--- src/rtl/dmem_access_ctrl_pkg.sv ---
// Shared encodings, state type and bus command payload for the MEM-stage data-memory controller.
package dmem_access_ctrl_pkg;

    localparam int unsigned XLEN   = 32;
    localparam int unsigned TYPE_W = 3;
    localparam int unsigned BE_W   = 4;
    localparam int unsigned CNT_W  = 8;

    localparam logic [TYPE_W-1:0] LD_LB  = 3'b000;
    localparam logic [TYPE_W-1:0] LD_LH  = 3'b001;
    localparam logic [TYPE_W-1:0] LD_LW  = 3'b010;
    localparam logic [TYPE_W-1:0] LD_LBU = 3'b100;
    localparam logic [TYPE_W-1:0] LD_LHU = 3'b101;

    localparam logic [TYPE_W-1:0] ST_SB  = 3'b000;
    localparam logic [TYPE_W-1:0] ST_SH  = 3'b001;
    localparam logic [TYPE_W-1:0] ST_SW  = 3'b010;

    typedef enum logic [1:0] {
        S_IDLE = 2'd0,
        S_BUSY = 2'd1,
        S_RESP = 2'd2
    } state_t;

    typedef struct packed {
        logic            we;
        logic [XLEN-1:0] addr;
        logic [BE_W-1:0] be;
        logic [XLEN-1:0] wdata;
    } bus_cmd_t;

    function automatic logic type_legal(input logic write, input logic [TYPE_W-1:0] t);
        if (write) begin
            return (t == ST_SB) || (t == ST_SH) || (t == ST_SW);
        end
        return (t == LD_LB) || (t == LD_LBU) || (t == LD_LH) || (t == LD_LHU) || (t == LD_LW);
    endfunction

    // Width is encoded in t[1:0] identically for loads and stores.
    function automatic logic addr_aligned(input logic [TYPE_W-1:0] t, input logic [1:0] lane);
        case (t[1:0])
            2'b01:   return !lane[0];
            2'b10:   return lane == 2'b00;
            default: return 1'b1;
        endcase
    endfunction

endpackage

--- src/rtl/dmem_access_ctrl_load_extract.sv ---
// Selects the addressed byte/halfword/word from a bus read word and extends it to 32 bits.
module dmem_access_ctrl_load_extract
    import dmem_access_ctrl_pkg::*;
(
    input  logic [XLEN-1:0]   bus_rdata,
    input  logic [TYPE_W-1:0] ld_type,
    input  logic [1:0]        lane,
    output logic [XLEN-1:0]   ext_data
);

    logic [7:0]  byte_sel;
    logic [15:0] half_sel;

    always_comb begin
        byte_sel = bus_rdata[{lane, 3'b000} +: 8];
        half_sel = lane[1] ? bus_rdata[31:16] : bus_rdata[15:0];
        ext_data = '0;
        case (ld_type)
            LD_LB:   ext_data = {{24{byte_sel[7]}}, byte_sel};
            LD_LBU:  ext_data = {24'h000000, byte_sel};
            LD_LH:   ext_data = {{16{half_sel[15]}}, half_sel};
            LD_LHU:  ext_data = {16'h0000, half_sel};
            LD_LW:   ext_data = bus_rdata;
            default: ext_data = '0;
        endcase
    end

endmodule

--- src/rtl/dmem_access_ctrl.sv ---
// MEM-stage load/store controller: one access per request over a req/ack bus with bounded wait,
// alignment/type checking and a single-cycle registered response.
module dmem_access_ctrl
    import dmem_access_ctrl_pkg::*;
#(
    parameter int unsigned MAX_WAIT = 15
) (
    input  logic                clk,
    input  logic                rstn,
    input  logic                req_valid,
    input  logic                req_write,
    input  logic [TYPE_W-1:0]   req_type,
    input  logic [XLEN-1:0]     req_addr,
    input  logic [XLEN-1:0]     req_wdata,
    output logic                stall,
    output logic                rsp_valid,
    output logic [XLEN-1:0]     rsp_rdata,
    output logic                rsp_err,
    output logic                bus_req,
    output logic                bus_we,
    output logic [XLEN-1:0]     bus_addr,
    output logic [BE_W-1:0]     bus_be,
    output logic [XLEN-1:0]     bus_wdata,
    input  logic                bus_ack,
    input  logic [XLEN-1:0]     bus_rdata
);

    state_t              state_q, state_d;
    bus_cmd_t            cmd_q, cmd_d;
    logic                bus_req_q, bus_req_d;
    logic [TYPE_W-1:0]   type_q, type_d;
    logic [1:0]          lane_q, lane_d;
    logic [CNT_W-1:0]    wait_q, wait_d;
    logic                rsp_valid_q, rsp_valid_d;
    logic                rsp_err_q, rsp_err_d;
    logic [XLEN-1:0]     rsp_rdata_q, rsp_rdata_d;

    logic [1:0]          req_lane;
    logic                req_ok;
    logic [BE_W-1:0]     st_be;
    logic [XLEN-1:0]     st_wdata;
    logic [XLEN-1:0]     load_data;

    dmem_access_ctrl_load_extract u_load_extract (
        .bus_rdata (bus_rdata),
        .ld_type   (type_q),
        .lane      (lane_q),
        .ext_data  (load_data)
    );

    // Store byte enables and lane-replicated write data
    always_comb begin
        req_lane = req_addr[1:0];
        req_ok   = type_legal(req_write, req_type) && addr_aligned(req_type, req_lane);
        st_be    = 4'b1111;
        st_wdata = req_wdata;
        case (req_type)
            ST_SB: begin
                st_be    = 4'b0001 << req_lane;
                st_wdata = {4{req_wdata[7:0]}};
            end
            ST_SH: begin
                st_be    = 4'b0011 << req_lane;
                st_wdata = {2{req_wdata[15:0]}};
            end
            default: begin
                st_be    = 4'b1111;
                st_wdata = req_wdata;
            end
        endcase
    end

    // Next-state and next-output logic
    always_comb begin
        state_d     = state_q;
        cmd_d       = cmd_q;
        bus_req_d   = bus_req_q;
        type_d      = type_q;
        lane_d      = lane_q;
        wait_d      = wait_q;
        rsp_valid_d = 1'b0;
        rsp_err_d   = 1'b0;
        rsp_rdata_d = '0;

        case (state_q)
            S_IDLE: begin
                if (req_valid) begin
                    if (req_ok) begin
                        state_d     = S_BUSY;
                        bus_req_d   = 1'b1;
                        cmd_d.we    = req_write;
                        cmd_d.addr  = {req_addr[31:2], 2'b00};
                        cmd_d.be    = req_write ? st_be : 4'b1111;
                        cmd_d.wdata = req_write ? st_wdata : '0;
                        type_d      = req_type;
                        lane_d      = req_lane;
                        wait_d      = '0;
                    end else begin
                        state_d     = S_RESP;
                        rsp_valid_d = 1'b1;
                        rsp_err_d   = 1'b1;
                    end
                end
            end
            S_BUSY: begin
                // An ack in the expiry cycle takes priority over the timeout
                if (bus_ack) begin
                    state_d     = S_RESP;
                    bus_req_d   = 1'b0;
                    rsp_valid_d = 1'b1;
                    rsp_rdata_d = cmd_q.we ? '0 : load_data;
                end else if (wait_q == CNT_W'(MAX_WAIT - 1)) begin
                    state_d     = S_RESP;
                    bus_req_d   = 1'b0;
                    rsp_valid_d = 1'b1;
                    rsp_err_d   = 1'b1;
                end else begin
                    wait_d = wait_q + CNT_W'(1);
                end
            end
            S_RESP: begin
                state_d = S_IDLE;
            end
            default: begin
                state_d   = S_IDLE;
                bus_req_d = 1'b0;
            end
        endcase
    end

    always_ff @(posedge clk or negedge rstn) begin
        if (!rstn) begin
            state_q     <= S_IDLE;
            cmd_q       <= '0;
            bus_req_q   <= 1'b0;
            type_q      <= '0;
            lane_q      <= '0;
            wait_q      <= '0;
            rsp_valid_q <= 1'b0;
            rsp_err_q   <= 1'b0;
            rsp_rdata_q <= '0;
        end else begin
            state_q     <= state_d;
            cmd_q       <= cmd_d;
            bus_req_q   <= bus_req_d;
            type_q      <= type_d;
            lane_q      <= lane_d;
            wait_q      <= wait_d;
            rsp_valid_q <= rsp_valid_d;
            rsp_err_q   <= rsp_err_d;
            rsp_rdata_q <= rsp_rdata_d;
        end
    end

    // Stall must react to req_valid in the same cycle, so it is decoded from state
    assign stall     = ((state_q == S_IDLE) && req_valid) || (state_q == S_BUSY);
    assign rsp_valid = rsp_valid_q;
    assign rsp_err   = rsp_err_q;
    assign rsp_rdata = rsp_rdata_q;
    assign bus_req   = bus_req_q;
    assign bus_we    = cmd_q.we;
    assign bus_addr  = cmd_q.addr;
    assign bus_be    = cmd_q.be;
    assign bus_wdata = cmd_q.wdata;

endmodule

--- config.mk ---
export PLATFORM = sky130hd
export DESIGN_NAME = dmem_access_ctrl
export DESIGN_NICKNAME = d
export VERILOG_FILES = /design/src/rtl/dmem_access_ctrl_pkg.sv /design/src/rtl/dmem_access_ctrl_load_extract.sv /design/src/rtl/dmem_access_ctrl.sv
export SDC_FILE = /design/constraint.sdc
export NUM_CORES = 1
export LEC_CHECK = 0
export CAP_MARGIN = 20
export CORE_MARGIN = 2
export CORE_UTILIZATION = 37
export CTS_BUF_LIST = sky130_fd_sc_hd__clkbuf_8
export DETAILED_ROUTE_END_ITERATION = 6
export GPL_TIMING_DRIVEN = 0
export PLACE_DENSITY = 0.72
export SLEW_MARGIN = 20
export SYNTH_ARGS = -nofsm -noshare
export SYNTH_HDL_FRONTEND = slang
export SYNTH_SLANG_ARGS = --single-unit
export TNS_END_PERCENT = 20
--- constraint.sdc ---
create_clock -name clk -period 2.2 [get_ports clk]
set_input_delay 0.44 -clock clk [delete_from_list [all_inputs] [get_ports clk]]
set_output_delay 0.44 -clock clk [all_outputs]
set_load 0.01 [all_outputs]
### Yosys cells after proc, flatten, opt, wreduce, memory -nomap -nowiden

Cells that the tools add are included.

| word-level totals | value |
|---|---|
| bits of input ports | 104 |
| logic and storage cells | 89 |
| output and inout bits | 105 |
| register bits | 117 |

| operators by class | value |
|---|---|
| shifts and indexed selects | 3 |
| eq/ne operators | 18 |
| reductions and logical operators | 19 |
| add/sub/neg operators | 1 |
| bitwise operators | 1 |
| multiplexer cells | 35 |

Operators with widths:

| kind | count |
|---|---|
| $pmux W32 S5 | 1 |
| $mux W32 | 4 |
| $pmux W32 S2 | 1 |
| $mux W8 | 4 |
| $shiftx A32 B6 Y8 | 1 |
| $mux W16 | 1 |
| $pmux W8 S2 | 1 |
| $eq A3 B3 Y1 const B | 4 |
| $mux W1 | 12 |
| $add A8 B1 Y8 const B | 1 |
| $eq A8 B4 Y1 const B | 1 |
| $mux W2 | 4 |
| $ne A2 B2 Y1 const B | 4 |
| $pmux W4 S2 | 1 |
| $logic_or A1 B1 Y1 | 7 |
| $eq A3 B1 Y1 const B | 2 |
| $eq A3 B2 Y1 const B | 2 |
| $logic_not A3 Y1 | 2 |
| $pmux W1 S2 | 3 |
| $reduce_and A5 Y1 | 1 |
| $eq A2 B1 Y1 const B | 2 |
| $eq A2 B2 Y1 const B | 2 |
| $logic_not A2 Y1 | 2 |
| $mux W4 | 1 |
| other kinds (12) | 13 |

### Longest topological paths before layout

Gate-level depths: netlist of run 1.

| depth | value |
|---|---|
| depth after elaboration | 10 |
| mapped depth | 10 |
| depth with buffers taken out | 7 |

### Modules after synthesis

Synthesis of run 1 repeated with hierarchy kept, for this count alone.

| second synthesis, totals | value |
|---|---|
| cells, all modules | 607 |
| area total of the unflattened synthesis | 5,706.7 um^2 |

By module, submodules not included:

| module | seq. area each (um^2) | area each (um^2) | cells an instance | times used |
|---|---|---|---|---|
| dmem_access_ctrl | 2,927.8 | 4,894.7 | 498 | 1 |
| dmem_access_ctrl_load_extract | 0.0 | 812.0 | 109 | 1 |

### Worst setup path before layout of run 1

Ideal clock, no wire load.

| timing | value |
|---|---|
| kind | in2reg |
| start | input port req_type[0] |
| end | register cmd_q, in the netlist bus_wdata[22] |
| stages | 10 |
| setup time | 0.117 ns |
| arrival | 1.812 ns |
| slack | 0.272 ns |
| data required time | 2.083 ns |
| path through | inv_1 > ha_1 > buf_4 > nor2_1 > or2_1 > buf_2 > buf_2 > mux2_2 > nand3_1 > nand2_1 |

| on the way | value |
|---|---|
| longest elaborated chain between the ends | 8 |
| elaborated cells on any way between the ends | 20 |
| those cells by class | 6 x eq/ne; 5 x mux; 9 x reduce/logical |

Ends and longest elaborated chain:

| element | RTL line | source |
|---|---|---|
| from (decl) | dmem_access_ctrl.sv:12 | `input logic [TYPE_W-1:0] req_type,` |
| $eq A3 B3 Y1 / $logic_not A3 Y1 (equally long branches) | dmem_access_ctrl_pkg.sv:36, dmem_access_ctrl_pkg.sv:34, dmem_access_ctrl.sv:57 |  |
| $logic_or A1 B1 Y1 (4 in series) | dmem_access_ctrl_pkg.sv:36 | `return (t == LD_LB) \|\| (t == LD_LBU) \|\| (t == LD_LH) \|\| (t == LD_LHU) \|\| (t == LD_LW);` |
| $mux W1 | dmem_access_ctrl_pkg.sv:36 |  |
| $logic_and A1 B1 Y1 | dmem_access_ctrl.sv:54 | `req_ok = type_legal(req_write, req_type) && addr_aligned(req_type, req_lane);` |
| $reduce_and A3 Y1 (no line) | -- |  |
| to (signal assigned) | dmem_access_ctrl.sv:144 | `cmd_q <= cmd_d;` |
| to (decl) | dmem_access_ctrl.sv:29 | `bus_cmd_t cmd_q, cmd_d;` |

Several ways; a longest one is shown, not always the timed one. The select of a mux whose other input is x is not followed.
A chain may end at the register's enable or synchronous reset.

### Final worst setup path of run 1

| timing | value |
|---|---|
| start | input port req_type[0] |
| end | register cmd_q, in the netlist bus_wdata[30] |

Same word-level chain as after synthesis.

==> results of run 1 <==
-- worst max-delay path: stages --
cell and delay, ns:
clkdlybuf4s50_1 0.44, inv_1 0.11, ha_1 0.15, buf_4 0.17, nor2_1 0.07, or2_1 0.21, clkbuf_4 0.18, buf_6 0.15
o21ai_0 0.37, o31ai_1 0.13
-- synth_stat cells, types with 6 or more instances --
cell type  instances  area [µm²]
or3_1              7        43.8
nor2_1            34         128
a22o_1             8        70.1
o31ai_1           17         128
a222oi_1           7        70.1
nand2_1          177         664
buf_2             15        75.1
clkbuf_1          15        56.3
nand3_1           20         100
a22oi_1            9        67.6
o21ai_0           25         125
mux2_2            16         180
buf_4              6        45.0
dfrtp_1          117        2930
a21oi_1           35         175
-- where the power goes --
group / internal, W / switching [W] / total, W
sequential: 0.00268 / 0.000355 / 0.00304
combinational: 0.00152 / 0.00139 / 0.00291
clock: 0.000976 / 0.000802 / 0.00178
total: 0.00518 / 0.00255 / 0.00773
-- cells by family (layout without fill, tap and decap cells) --
logic type | after synthesis | in the layout | share of synthesized area [%]
multiplexers | 18 | 18 | 4.02
adder cells (fa/ha/maj) | 5 | 5 | 1.18
other | 1 | 2 | 0.0708
flip-flops | 117 | 117 | 55.3
AO/OA/AOI/OAI | 115 | 115 | 14.5
AND/OR/NAND/NOR | 265 | 265 | 21.1
buffers and inverters | 41 | 280 | 3.83
-- what timing repair did --
item                                   4_1_cts  5_1_grt
buffers inserted                             0        0
endpoints found under the hold margin       46        0
hold buffers                                 1        0
pin swaps                                    0        2
setup endpoints to repair                   49       50
gates resized for setup                      3       15
-- registers in the layout, summed over array words and instances (netlist names), 2 cells and up --
| name | cells |
|---|---|
| bus_addr | 30 |
| rsp_rdata | 32 |
| lane_q | 2 |
| wait_q | 8 |
| bus_wdata | 32 |
| type_q | 3 |
| bus_be | 4 |
| state_q | 2 |
-- worst min-delay path by stage --
stage	start	endpoint	slack [ns]
6_report	bus_wdata[5]	bus_wdata[5]	0.47
2_1_floorplan	rstn	bus_addr[10]	0.14
4_1_cts	bus_wdata[5]	bus_wdata[5]	0.47
3_3_place_gp	bus_wdata[21]	bus_wdata[21]	0.45
3_5_place_dp	rstn	rsp_rdata[4]	0.41
5_1_grt	bus_wdata[3]	bus_wdata[3]	0.51
-- metrics by stage --
| step | hold WS [ns] | total power [W] |
|---|---|---|
| final | 0.468 | 0.00773 |
| after floorplan | 0.144 | 0.00436 |
| after CTS | 0.471 | 0.00779 |
| after global placement | 0.449 | 0.00587 |
| after global routing | 0.506 | 0.00820 |
| after detailed placement | 0.405 | 0.00597 |
-- per-layer routing --
metal | up-vias | global-route usage (%) | part of all wire [%]
met5 | - | 0 | 0
met4 | 0 | 8.66 | 2.3
met3 | 27 | 8.20 | 10
met2 | 244 | 35.9 | 48
met1 | 2398 | 25.8 | 39
li1 | 2373 | - | -
-- cell type report --
class / instances / area share, %
multi-input combinational: 405 / 27.2
inverter: 4 / 0.187
clock inverter: 10 / 0.842
buffer: 37 / 2.65
clock buffer: 21 / 3.60
sequential: 117 / 36.5
timing repair buffer: 208 / 26.2
tap: 180 / 2.81
==> reports/results.tsv, run 1 <==
stage	metric	value	unit
worst_setup_path	endpoint	bus_wdata[30]	
synthesis	ys_ff_latch	117	
die	core.rowCount	43	
synthesis	syn_inst	562	
layout	final_area	8020	µm²
sta	fmax	470	MHz
worst_setup_path	worstPathArrival	2.42	ns
worst_setup_path	crit_start	req_type[0]	
sta	rsz0062_at_grt	true	
power_and_ir_drop	worst_ir_drop_vdd	0.508	mV
worst_setup_path	worstPathRequired	2.50	ns
worst_setup_path	critPathLaunchType	primary input	
synthesis	synth-edff-count	0	
hold_path	hold_path_class	reg2reg	
synthesis	synth_area	5290	µm²
cts	clkSlewWorstSetupHoldPaths	0.07	ns
layout	final_common_cell	clkdlybuf4s50_1	
worst_setup_path	reg2reg_slack	0.34	ns
die	initial_utilization	38.0	%
layout	final-seq-area	2930	µm²
layout	drive_gt1_share	9.85	%
place	gp_congestion	0.879	
sta	worstMarginPinSlew	0.529	ns
detailed_routing	viasPerCell	5.13	
detailed_routing	dr.first_iter.drc_count	300	
hold_path	worstHoldPathCells	2	
die	die_h	124	µm
layout	areaGrowthSynthToFinish	51.5	%
global_routing	grt_pass1_vias	4869	
worst_setup_path	r2r_start	state_q[1]	
sta	min_period_over_period	96.7	%
layout	final_cell_mix	clkdlybuf4s50_1, nand2_1, dfrtp_1	
cts	cts_root_buf	clkbuf_8	
place	place_area	7610	µm²
worst_setup_path	timing.rr.end	rsp_rdata[4]	
power_and_ir_drop	power.leakage	3.63	nW
detailed_routing	drt-total-wl	16800	µm
sta	skew	0.00498	ns
sta	hold_viol_final	0	
status	status	completed	
die	io_pins	209	
cts	cts_buffer_depth	2	
die	die_x	124	µm
worst_setup_path	crit_type	in2reg	
synthesis	synth_ff_type	dfrtp_1	
cts	cts_tree	built	
layout	nFillCells	1224	
detailed_routing	dr.pass1.iters	6	
synthesis	ys_seq_area_share	55.3	%
global_routing	antenna_found_initial	0	
cts	htreeDepth	4	
die	dieArea	15300	µm²
synthesis	ys_warn_count	0	
place	pre_cts_ws	-0.516	ns
sta	maxSlewHeadroom	64.6	%
die	fp.coreArea	13900	µm²
cts	clock-sinks	117	
layout	fin_util	57.6	%
flow_run	maxCapViolCount	0	
power_and_ir_drop	p_per_area	964	nW/µm²
sta	report.final.slew_viol_count	0	
detailed_routing	wl_per_cell	17.1	µm
global_routing	track_usage	21.8	%
sta	final.setup.tns	0	ns
detailed_routing	ant_nets	0	
global_routing	grt_max_degree	72	
detailed_routing	drc	0	
place	dp_cells	950	
layout	antenna_cells	0	
layout	nNetsFinal	899	
worst_setup_path	end_kind	register	
global_routing	grt_pass1_wl	25200	µm
synthesis	avgSynthCellArea	9.42	µm²
layout	multi_input_area	2180	µm²
worst_setup_path	critPathMaxFanout	10	
sta	min_period	2.13	ns
place	dp_hpwl	12700	µm
worst_setup_path	r2r.worst_path.cells	5	
cts	insertion_delay	0.42	ns
detailed_routing	route.vias.total	5042	
layout	final_cells	982	
sta	setup_viol	0	
synthesis	async_flop_share	100	%
global_routing	gr-total-overflow	0	
cts	numCtsBuffers	17	
synthesis	synth.distinct_cells	42	
place	io_buffers	206	
sta	setup_slack	0.0730	ns
(Power assumes the default switching activity.)
==> inputs of run 2 (changes only) <==
--- a/config.mk
+++ b/config.mk
@@ -6,12 +6,15 @@
 export NUM_CORES = 1
 export LEC_CHECK = 0
 export CAP_MARGIN = 20
+export CELL_PAD_IN_SITES_DETAIL_PLACEMENT = 1
+export CELL_PAD_IN_SITES_GLOBAL_PLACEMENT = 2
 export CORE_MARGIN = 2
-export CORE_UTILIZATION = 37
+export CORE_UTILIZATION = 26
 export CTS_BUF_LIST = sky130_fd_sc_hd__clkbuf_8
 export DETAILED_ROUTE_END_ITERATION = 6
 export GPL_TIMING_DRIVEN = 0
-export PLACE_DENSITY = 0.72
+export HOLD_SLACK_MARGIN = 0.08
+export PLACE_DENSITY = 0.84
 export SLEW_MARGIN = 20
 export SYNTH_ARGS = -nofsm -noshare
 export SYNTH_HDL_FRONTEND = slang
==> reports/results.tsv, run 2 (synthesis gave the netlist of run 1 again) <==
stage	metric	value	unit	change
detailed_routing	drc	0		unchanged
worst_setup_path	end_kind	register		unchanged
status	status	completed		unchanged
die	die_h	147	µm	was 124 µm
global_routing	grt_max_degree	66		was 72
worst_setup_path	r2r_start	type_q[0]		was state_q[1]
die	io_pins	209		unchanged
power_and_ir_drop	worst_ir_drop_vdd	0.370	mV	was 0.508 mV
place	pre_cts_ws	-0.619	ns	was -0.516 ns
sta	min_period_over_period	93.8	%	was 96.7%
cts	cts_root_buf	clkbuf_8		unchanged
power_and_ir_drop	p_clk_share	25.0	%	was 23.0%
cts	numCtsBuffers	17		unchanged
worst_setup_path	crit_type	in2reg		unchanged
place	io_buffers	206		unchanged
worst_setup_path	worstPathArrival	2.43	ns	was 2.42 ns
die	initial_utilization	26.3	%	was 38.0%
place	gp_congestion	0.773		was 0.879
worst_setup_path	reg2reg_slack	0.24	ns	was 0.34 ns
power_and_ir_drop	seqPwrFrac	37.9	%	was 39.3%
power_and_ir_drop	p_per_area	977	nW/µm²	was 964 nW/µm²
die	fp.coreArea	20100	µm²	was 13,900 µm²
worst_setup_path	critPathMaxFanout	10		unchanged
detailed_routing	dr.first_iter.drc_count	168		was 300
power_and_ir_drop	switching_power	0.00278	W	was 0.00255 W
detailed_routing	wl_per_cell	17.6	µm	was 17.1 µm
sta	fmax	485	MHz	was 470 MHz
hold_path	worstHoldPathCells	2		unchanged
layout	nNetsFinal	901		was 899
die	core.rowCount	52		was 43
sta	setup_slack	0.137	ns	was 0.0730 ns
cts	cts_buffer_depth	2		unchanged
cts	insertion_delay	0.45	ns	was 0.42 ns
place	place_area	7730	µm²	was 7610 µm²
detailed_routing	dr.pass1.iters	4		was 6
layout	final_common_cell	clkdlybuf4s50_1		unchanged
cts	clkSlewWorstSetupHoldPaths	0.08	ns	was 0.07 ns
sta	hold_viol_final	0		unchanged
place	dp_cells	1040		was 950
place	dp_hpwl	14100	µm	was 12,700 µm
power_and_ir_drop	p_sw_share	34.8	%	was 33.0%
sta	fin_hold_ws	0.471	ns	was 0.468 ns
global_routing	track_usage	17.8	%	was 21.8%
detailed_routing	drt-total-wl	18900	µm	was 16,800 µm
layout	drive_gt1_share	11.3	%	was 9.85%
hold_path	hold_path_class	reg2reg		unchanged
layout	final_cells	1075		was 982
worst_setup_path	crit_start	req_type[0]		unchanged
detailed_routing	route.vias.total	4984		was 5,042
sta	worstMarginPinSlew	0.631	ns	was 0.529 ns
power_and_ir_drop	power.leakage	3.62	nW	was 3.63 nW
detailed_routing	viasPerCell	4.64		was 5.13
detailed_routing	ant_nets	0		unchanged
worst_setup_path	r2r.worst_path.cells	6		was 5
sta	skew	0.0109	ns	was 0.00498 ns
layout	antenna_cells	0		unchanged
sta	setup_viol	0		unchanged
sta	rsz0062_at_grt	true		unchanged
sta	maxSlewHeadroom	57.8	%	was 64.6%
global_routing	antenna_found_initial	0		unchanged
worst_setup_path	critPathLaunchType	primary input		unchanged
global_routing	grt_pass1_wl	29800	µm	was 25,200 µm
sta	min_period	2.06	ns	was 2.13 ns
die	die_x	147	µm	was 124 µm
layout	final_cell_mix	clkdlybuf4s50_1, nand2_1, dfrtp_1		unchanged
layout	final_area	8190	µm²	was 8020 µm²
global_routing	gr-total-overflow	0		unchanged
global_routing	grt_pass1_vias	5265		was 4,869
sta	final.setup.tns	0	ns	unchanged
hold_path	hold_start	bus_wdata[3]		was bus_wdata[5]
layout	areaGrowthSynthToFinish	54.7	%	was 51.5%
cts	clock-sinks	117		unchanged
cts	cts_tree	built		unchanged
power_and_ir_drop	p_comb_share	37.1	%	was 37.7%
power_and_ir_drop	internal-power	0.00521	W	was 0.00518 W
worst_setup_path	worstPathRequired	2.57	ns	was 2.50 ns
cts	htreeDepth	4		unchanged
flow_run	maxCapViolCount	0		unchanged
die	dieArea	21500	µm²	was 15,300 µm²
sta	report.final.slew_viol_count	0		unchanged
==> run 2: path summary, 6_finish.rpt <==
check / to
max: wait_q[7]
max reg2reg: rsp_rdata[14]
min reg2reg: bus_wdata[3]
min: bus_wdata[3]
max in group asynchronous: state_q[0]
min in group asynchronous: rsp_rdata[17]
==> run 2: per-layer routing <==
layer / part of all wire (%) / wire length, µm / global-route usage (%)
met1: 43 / 8150 / 21.7
met2: 48 / 9000 / 29.6
met3: 7.8 / 1480 / 6.34
met4: 1.6 / 304 / 5.49
met5: 0 / 0 / 0
==> run 2: critical path: stages <==
cell and delay [ns]:
clkdlybuf4s50_1 0.45, inv_1 0.12, ha_1 0.17, inv_2 0.06, o311ai_4 0.34, a21oi_2 0.18, buf_6 0.18, or3_1 0.34
a21oi_1 0.15
==> run 2: power groups by stage <==
stage	sequential, W	clock, W	combinational [W]
after detailed placement	0.00307	0	0.00298
after floorplan	0.00324	0	0.00112
after global placement	0.00306	0	0.00293
after CTS	0.00304	0.00206	0.00300
final	0.00303	0.00200	0.00297
after global routing	0.00311	0.00215	0.00326
==> run 2: what timing repair did <==
| action | CTS | global route |
|---|---|---|
| resized for setup | 7 | 9 |
| hold buffers | 1 | 0 |
| setup endpoints to repair | 68 | 78 |
| buffers inserted | 0 | 3 |
| pin swaps | 0 | 2 |
| endpoints found under the hold margin | 52 | 0 |
==> run 2: metrics by stage <==
step,util [%],total power (W)
floorplan,-,0.00436
global placement,38.3,0.00599
detailed placement,38.4,0.00605
CTS,40.5,0.00810
global route,40.7,0.00852
finish,40.7,0.00800
==> run 2: layout make-up <==
class,count,area [µm²]
Clock inverter,15,156
Inverter,4,15.0
Timing Repair Buffer,211,2130
Fill cell,2301,11900
Tap cell,270,338
Clock buffer,17,234
Sequential cell,117,2930
Multi-Input combinational cell,405,2190
Buffer,36,199
